[src/rtl/tron_game_ctrl.sv]
// tron_game_ctrl
//   Round/match sequencer for two-player Tron. Arbitrates joystick heading
//   requests into one committed heading per frame, scores crashes, and runs
//   IDLE -> COUNTDOWN -> PLAY -> ROUND_OVER -> (COUNTDOWN | GAME_OVER).
//   Every decision is aligned to frame_tick. All outputs are registered.
// Ports
//   clock, reset             single clock, synchronous active-high reset
//   frame_tick               1-cycle pulse per video frame
//   start                    start/restart request (level)
//   p1/p2_dir_in, _valid     heading requests: 000 UP, 001 DOWN, 010 LEFT, 011 RIGHT
//   p1/p2_crash              crash indications, any cycle
//   dflt                     hold players at their start positions
//   p1/p2_info               committed heading in PLAY, 100 (STOP) otherwise
//   p1/p2_score              rounds won, saturating at WIN_SCORE
//   round_winner             00 none, 01 p1, 10 p2, 11 draw
//   game_over                high while in GAME_OVER
//   state_out                current state code
module tron_game_ctrl #(
  parameter int COUNTDOWN_FRAMES = 120,
  parameter int ROUNDOVER_FRAMES = 90,
  parameter int WIN_SCORE        = 3,
  parameter int SCORE_W          = 4
) (
  input  logic               clock,
  input  logic               reset,
  input  logic               frame_tick,
  input  logic               start,
  input  logic [2:0]         p1_dir_in,
  input  logic               p1_dir_valid,
  input  logic [2:0]         p2_dir_in,
  input  logic               p2_dir_valid,
  input  logic               p1_crash,
  input  logic               p2_crash,
  output logic               dflt,
  output logic [2:0]         p1_info,
  output logic [2:0]         p2_info,
  output logic [SCORE_W-1:0] p1_score,
  output logic [SCORE_W-1:0] p2_score,
  output logic [1:0]         round_winner,
  output logic               game_over,
  output logic [2:0]         state_out
);

  localparam int MAX_FRAMES = (COUNTDOWN_FRAMES > ROUNDOVER_FRAMES) ?
                              COUNTDOWN_FRAMES : ROUNDOVER_FRAMES;
  localparam int CNT_W = $clog2(MAX_FRAMES + 1);

  localparam logic [CNT_W-1:0]   CD_LOAD   = CNT_W'(COUNTDOWN_FRAMES);
  localparam logic [CNT_W-1:0]   RO_LOAD   = CNT_W'(ROUNDOVER_FRAMES);
  localparam logic [SCORE_W-1:0] WIN       = SCORE_W'(WIN_SCORE);
  localparam logic [2:0]         INFO_STOP = 3'b100;
  localparam logic [1:0]         HEAD_UP   = 2'b00;
  localparam logic [1:0]         HEAD_DOWN = 2'b01;

  typedef enum logic [2:0] {
    IDLE       = 3'b000,
    COUNTDOWN  = 3'b001,
    PLAY       = 3'b010,
    ROUND_OVER = 3'b011,
    GAME_OVER  = 3'b100
  } state_t;

  state_t           state;
  logic [CNT_W-1:0] cnt;
  logic [1:0]       head1, head2;
  logic [1:0]       pend1, pend2;
  logic             pend1_v, pend2_v;
  logic             crash1_q, crash2_q;

  logic             acc1, acc2;
  logic             take1, take2;
  logic [1:0]       next1, next2;
  logic             c1, c2;
  logic             cnt_last;
  logic             win_reached;
  logic             enter_cd;
  logic [SCORE_W-1:0] s1_inc, s2_inc;

  // Reverse headings differ only in bit 0 (UP/DOWN, LEFT/RIGHT), so the
  // reverse of the committed heading is head ^ 01.
  always_comb begin
    acc1  = p1_dir_valid && !p1_dir_in[2] && (p1_dir_in[1:0] != (head1 ^ 2'b01));
    acc2  = p2_dir_valid && !p2_dir_in[2] && (p2_dir_in[1:0] != (head2 ^ 2'b01));
    // A request accepted in the tick cycle overrides the stored pending one.
    take1 = acc1 || pend1_v;
    take2 = acc2 || pend2_v;
    next1 = acc1 ? p1_dir_in[1:0] : pend1;
    next2 = acc2 ? p2_dir_in[1:0] : pend2;
    c1    = crash1_q || p1_crash;
    c2    = crash2_q || p2_crash;
    cnt_last    = (cnt == CNT_W'(1));
    win_reached = (p1_score == WIN) || (p2_score == WIN);
    s1_inc = (p1_score >= WIN) ? p1_score : p1_score + SCORE_W'(1);
    s2_inc = (p2_score >= WIN) ? p2_score : p2_score + SCORE_W'(1);
    enter_cd = ((state == IDLE || state == GAME_OVER) && start) ||
               (state == ROUND_OVER && frame_tick && cnt_last && !win_reached);
  end

  assign state_out = state;

  always_ff @(posedge clock) begin
    if (reset) begin
      state        <= IDLE;
      cnt          <= '0;
      head1        <= HEAD_UP;
      head2        <= HEAD_DOWN;
      pend1        <= '0;
      pend2        <= '0;
      pend1_v      <= 1'b0;
      pend2_v      <= 1'b0;
      crash1_q     <= 1'b0;
      crash2_q     <= 1'b0;
      p1_score     <= '0;
      p2_score     <= '0;
      round_winner <= '0;
      dflt         <= 1'b1;
      p1_info      <= INFO_STOP;
      p2_info      <= INFO_STOP;
      game_over    <= 1'b0;
    end else begin
      case (state)
        COUNTDOWN: begin
          if (frame_tick) begin
            cnt <= cnt - CNT_W'(1);
            if (cnt_last) begin
              state   <= PLAY;
              dflt    <= 1'b0;
              p1_info <= {1'b0, head1};
              p2_info <= {1'b0, head2};
            end
          end
        end
        PLAY: begin
          if (frame_tick) begin
            pend1_v  <= 1'b0;
            pend2_v  <= 1'b0;
            crash1_q <= 1'b0;
            crash2_q <= 1'b0;
            if (take1) head1 <= next1;
            if (take2) head2 <= next2;
            if (c1 || c2) begin
              state        <= ROUND_OVER;
              cnt          <= RO_LOAD;
              // {c1,c2} maps directly onto the winner code: 10 p2, 01 p1, 11 draw.
              round_winner <= {c1, c2};
              if (c1 && !c2) p2_score <= s2_inc;
              if (c2 && !c1) p1_score <= s1_inc;
              p1_info      <= INFO_STOP;
              p2_info      <= INFO_STOP;
            end else begin
              p1_info <= {1'b0, take1 ? next1 : head1};
              p2_info <= {1'b0, take2 ? next2 : head2};
            end
          end else begin
            if (acc1) begin
              pend1   <= p1_dir_in[1:0];
              pend1_v <= 1'b1;
            end
            if (acc2) begin
              pend2   <= p2_dir_in[1:0];
              pend2_v <= 1'b1;
            end
            crash1_q <= c1;
            crash2_q <= c2;
          end
        end
        ROUND_OVER: begin
          if (frame_tick) begin
            cnt <= cnt - CNT_W'(1);
            if (cnt_last && win_reached) begin
              state     <= GAME_OVER;
              game_over <= 1'b1;
            end
          end
        end
        GAME_OVER: begin
          if (start) begin
            p1_score     <= '0;
            p2_score     <= '0;
            round_winner <= '0;
          end
        end
        default: ;
      endcase

      // Shared COUNTDOWN entry from IDLE, ROUND_OVER and GAME_OVER; later
      // assignments here take precedence over the per-state ones above.
      if (enter_cd) begin
        state     <= COUNTDOWN;
        cnt       <= CD_LOAD;
        head1     <= HEAD_UP;
        head2     <= HEAD_DOWN;
        pend1_v   <= 1'b0;
        pend2_v   <= 1'b0;
        dflt      <= 1'b1;
        p1_info   <= INFO_STOP;
        p2_info   <= INFO_STOP;
        game_over <= 1'b0;
      end
    end
  end

endmodule
[config.mk]
export PLATFORM = sky130hd
export DESIGN_NAME = tron_game_ctrl
export DESIGN_NICKNAME = d
export VERILOG_FILES = /design/src/rtl/tron_game_ctrl.sv
export SDC_FILE = /design/constraint.sdc
export NUM_CORES = 1
export LEC_CHECK = 0
export CAP_MARGIN = 0
export CORE_MARGIN = 2
export CORE_UTILIZATION = 40
export DETAILED_ROUTE_END_ITERATION = 8
export GPL_TIMING_DRIVEN = 0
export SETUP_SLACK_MARGIN = 0.5
export SLEW_MARGIN = 5
export SYNTH_ARGS = -nofsm -noshare
export SYNTH_HDL_FRONTEND = slang
export SYNTH_SLANG_ARGS = --single-unit
[constraint.sdc]
create_clock -name clock -period 3 [get_ports clock]
set_clock_uncertainty 0.05 [all_clocks]
set_input_delay 0.6 -clock clock [delete_from_list [all_inputs] [get_ports clock]]
set_output_delay 0.6 -clock clock [all_outputs]
set_load 0.005 [all_outputs]
# After elaboration in Yosys (flattened, before gate mapping)

Index checks and enable logic that the tools add are counted.

Output and inout port bits: 21
Word-level logic and storage cells: 152
Bits of input ports: 14
Flip-flop bits (word level): 40

$add $sub $neg: 3
Equal/unequal tests: 28
Magnitude comparators: 2
Reductions and logical operators: 49
Muxes and demuxes: 48
Bitwise gates (word level): 3

Operators by type and width:

| cell                                                                  | count |
|---|---|
| 3-bit 2-to-1 mux                                                      | 14 |
| 4-bit 2-to-1 mux                                                      | 9 |
| 7-bit 2-to-1 mux                                                      | 4 |
| 2-bit inequality test, second input constant                          | 10 |
| 4-bit one-hot mux with 2 select lines                                 | 2 |
| 4-bit AND reduction                                                   | 4 |
| 3-bit inequality test, second input constant                          | 5 |
| 2-bit 2-to-1 mux                                                      | 7 |
| 7-bit one-hot mux with 2 select lines                                 | 1 |
| 7-bit AND reduction                                                   | 2 |
| 3-bit one-hot mux with 2 select lines                                 | 2 |
| 6-bit AND reduction                                                   | 2 |
| 1-bit logical AND                                                     | 11 |
| 2-bit nonzero test                                                    | 5 |
| 3-bit one-hot mux with 3 select lines                                 | 1 |
| 4-bit by 1-bit adder with 4-bit output, second input constant         | 2 |
| 4-bit by 2-bit == test with 1-bit output, second input constant       | 2 |
| 4-bit by 2-bit >= comparator with 1-bit output, second input constant | 2 |
| 1-bit logical OR                                                      | 8 |
| 2-bit AND reduction                                                   | 4 |
| 7-bit by 1-bit == test with 1-bit output, second input constant       | 1 |
| 1-bit 2-to-1 mux                                                      | 7 |
| 7-bit by 1-bit subtractor with 7-bit output, second input constant    | 1 |
| 3-bit by 2-bit == test with 1-bit output, second input constant       | 2 |
| other kinds (14)                                                      | 25 |

# Depth between registers and ports, before layout

Word-level depth: 8
Mapped depth: 7
Gate-level depth less buffers: 7

# Worst setup path after synthesis

No wires, ideal clock.

Kind: in2reg
Start: input p2_crash
End: register cnt[4]
Setup slack: 1.175 ns
Cell stages on the path: 5
Data arrival time: 1.643 ns
Setup time: 0.132 ns
Cell sequence: or4_4 > a21o_1 > nand3_1 > xor2_1 > a21oi_1

Word-level cells in the longest chain between the ends: 4

RTL lines:

| item                                   | line | source |
|---|---|---|
| start, declared                        | 33   | `input logic p2_crash,` |
| 1-bit logical OR                       | 90   | `c2 = crash2_q \|\| p2_crash;` |
| 1-bit logical OR                       | 141  | `if (c1 \|\| c2) begin` |
| 3-bit inequality test (no source line) | n/a  |  |
| 4-bit AND reduction (no source line)   | n/a  |  |
| end signal, assigned                   | 124  | `cnt <= cnt - CNT_W'(1);` |
| end signal, assigned                   | 169  | `cnt <= cnt - CNT_W'(1);` |
| end, declared                          | 64   | `logic [CNT_W-1:0] cnt;` |

Every way passes these cells.
A chain may end at the register's enable or synchronous reset.

# Worst setup path after layout

Start: input frame_tick
End: register head2[0]

Word-level cells in the longest chain between the ends: 5

RTL lines:

| item                                | line | source |
|---|---|---|
| start, declared                     | 26   | `input logic frame_tick,` |
| 1-bit logical AND (3 in series)     | 96   | `(state == ROUND_OVER && frame_tick && cnt_last && !win_reached);` |
| 1-bit logical OR                    | 95   | `enter_cd = ((state == IDLE \|\| state == GAME_OVER) && start) \|\|` |
| 2-bit OR reduction (no source line) | n/a  |  |
| end signal, assigned                | 140  | `if (take2) head2 <= next2;` |
| end, declared                       | 65   | `logic [1:0] head1, head2;` |

Several ways; a longest one is shown, not always the timed one.

==> results.txt <==
status -> finished clean
All-Layer GR Usage -> 18.3%
Pins Over Slew Limit -> 0
IO Count -> 35
startpoint type of the worst setup path -> input port
Fillers -> 491
input/output buffers -> 33
min-delay worst type -> flip-flop to flip-flop
nets -> 300
Post-DP HPWL -> 3.42 mm
Area growth, synth to finish -> 25.1%
Post-CTS Setup Inserts -> 0
root buffer cell -> clkbuf_8
Req. time, crit path -> 3.14 ns
Die ar. -> 0.00575 sq mm
Iter 0 DRT Violations -> 95
post-cts resize count -> 0
min Tclk post-route -> 2.23 ns
CTS H-Tree Depth -> 2
Die X-Extent -> 75.8 um
Clock Latency Late Sink -> 0.29 ns
first-pass GRT wire length -> 7.91 mm
CTS tree -> yes
post-route ant nets -> 0
crit path max fanout -> 10
initial antenna violation count -> 0
FMAX -> 449 MHz
slew margin rel. -> 64.7%
synthesized area per cell -> 8.53 sq um
Max rail drop VDD -> 0.000240 V
# setup viols final -> 0
synth unique cells -> 56
Rows -> 26
Seq/Total Area, Yosys -> 37.8%
Via Count -> 1,829
CTS max path bufs -> 2
final setup TNS -> 0 ns
CTS buffer count -> 5
routed len/inst -> 13.1 um
drt pass-1 iters -> 4
max-cap check violation count -> 0
P_leak -> 0.955 nW
n_diodes -> 0
worst hold slack -> 0.410 ns
Syn Inst Count -> 242
Final Hold Fails -> 0
GPL Wtd Cong -> 0.789
largest net degree at the start of global routing -> 12
vias in the first global route -> 1,686
DR vias/cell -> 5.18
hold buffers post-CTS -> 0
clock sink total -> 39
share of cells above drive strength 1 -> 9.89%
cell taking the most area after synthesis -> dfxtp_1
WS Path Type -> input port to flip-flop
Slew @ Worst Pin -> 0.529 ns
syn_nets -> 260
number of synthesized flops with an enable pin -> 0
ys async rst share -> 0%
top_reg_cell synth -> dfxtp_1
Worst Path Arrival -> 2.37 ns
gr ovfl total -> 0
Syn Std Cell Area -> 0.00206 sq mm
Initial Util -> 40.9%
Die Y -> 75.8 um
top cell type's share of synthesized area -> 37.8%
unrepaired setup endpoints after global routing -> false
Worst-path clk slew -> 0.07 ns
core area -> 0.00504 sq mm
number of synthesis warnings -> 0
CP Capture Type -> flip-flop
Synth Register Bits -> 39
Synth area leaders -> dfxtp_1, nor2_1, a21oi_1, xor2_1, nor3_1
Cell Pwr Density -> 401 mW/mm^2
Final period util -> 74.3%
DRC -> 0
final wirelength -> 4.63 mm
-- layout make-up --
class / instances / area, sq um / share of cell area, %
clock buffer: 8 / 100 / 3.88
inverter: 5 / 18.8 / 0.727
buffer: 10 / 63.8 / 2.47
sequential: 39 / 781 / 30.2
tap: 70 / 87.6 / 3.39
timing repair buffer: 33 / 330 / 12.8
multi-input combinational: 188 / 1200 / 46.5
-- per-layer routing --
metal	share of wire (%)	GRT usage (%)
met1	50	25.7
met2	45	27.8
met3	4.1	4.23
met4	1.5	5.85
met5	0	0
-- logic make-up after synthesis --
group	synth area share, %
buf+inv	4.00
flops	37.8
fa+ha+maj	2.42
simple gates	27.9
xor+xnor	5.52
mux	2.97
compound gates	19.3
-- cells in the mapped netlist, types with 3 or more instances --
cell type / n
a21oi_1: 18
a211oi_1: 4
and3b_1: 3
xor2_1: 9
nand3b_1: 3
a22oi_1: 3
nand2_1: 13
dfxtp_1: 39
buf_2: 3
nor2b_1: 10
nor2_1: 38
inv_1: 5
o21ai_0: 12
nand2b_1: 4
nand3_1: 4
mux2i_1: 5
a21o_1: 3
clkbuf_1: 3
xnor2_1: 4
nor3_1: 13
ha_1: 4
-- worst paths after layout --
kind / startpoint / endpoint / slack [ns] / cells after the start
worst min register to register: dflt / dflt / 0.41 / 1
worst max register to register: cnt[1] / p1_info[2] / 1.06 / 7
worst max-delay path: frame_tick / head2[0] / 0.77 / 6
worst min-delay path: dflt / dflt / 0.41 / 1
-- power by group --
| group | internal [W] | total [W] | switching (W) | leakage (nW) |
|---|---|---|---|---|
| Sequential | 0.000526 | 0.000536 | 0.00000965 | 0.316 |
| Combinational | 0.0000506 | 0.000108 | 0.0000576 | 0.588 |
| Clock | 0.000210 | 0.000391 | 0.000181 | 0.0515 |
| Total | 0.000787 | 0.00104 | 0.000248 | 0.955 |
-- per-stage QoR --
step	util [%]	cells	total power, W	setup WS [ns]	instance area [sq um]
final	51.2	353	0.00104	0.771	2580
after global routing	51.2	353	0.00108	0.689	2580
after CTS	51.2	353	0.00105	0.769	2580
after detailed placement	49.2	345	0.000655	0.471	2480
after global placement	49.2	345	0.000655	0.446	2480
after floorplan	-	242	0.000614	1.17	2060
-- critical path, cell delays in order --
cell and delay, ns:
clkdlybuf4s50_1 0.57, inv_1 0.15, or4b_4 0.55, buf_6 0.17, o32ai_2 0.25, o21bai_1 0.08
-- flip-flops by register name (all words and copies together), names as in the netlist, 2 cells and up --
signal,flops
pend1,2
state_out,3
pend2,2
head1,2
round_winner,2
p1_info,3
head2,2
p1_score,4
cnt,7
p2_info,2
p2_score,4
-- placed cells by master, fill, tap and decap left out, types with 3 or more instances in the layout --
master,Yosys,layout
dfxtp_1,39,39
nor2_1,38,38
clkdlybuf4s50_1,0,33
a21oi_1,18,18
nor3_1,13,13
nand2_1,13,13
o21ai_0,12,12
nor2b_1,10,10
xor2_1,9,9
clkbuf_8,0,7
inv_1,5,5
mux2i_1,5,5
clkbuf_1,3,4
nand2b_1,4,4
a211oi_1,4,4
nand3_1,4,4
xnor2_1,4,4
ha_1,4,4
buf_2,3,3
nand3b_1,3,3
and3b_1,3,3
a22oi_1,3,3
a21o_1,3,3
Power figures use the tool's default switching activity.
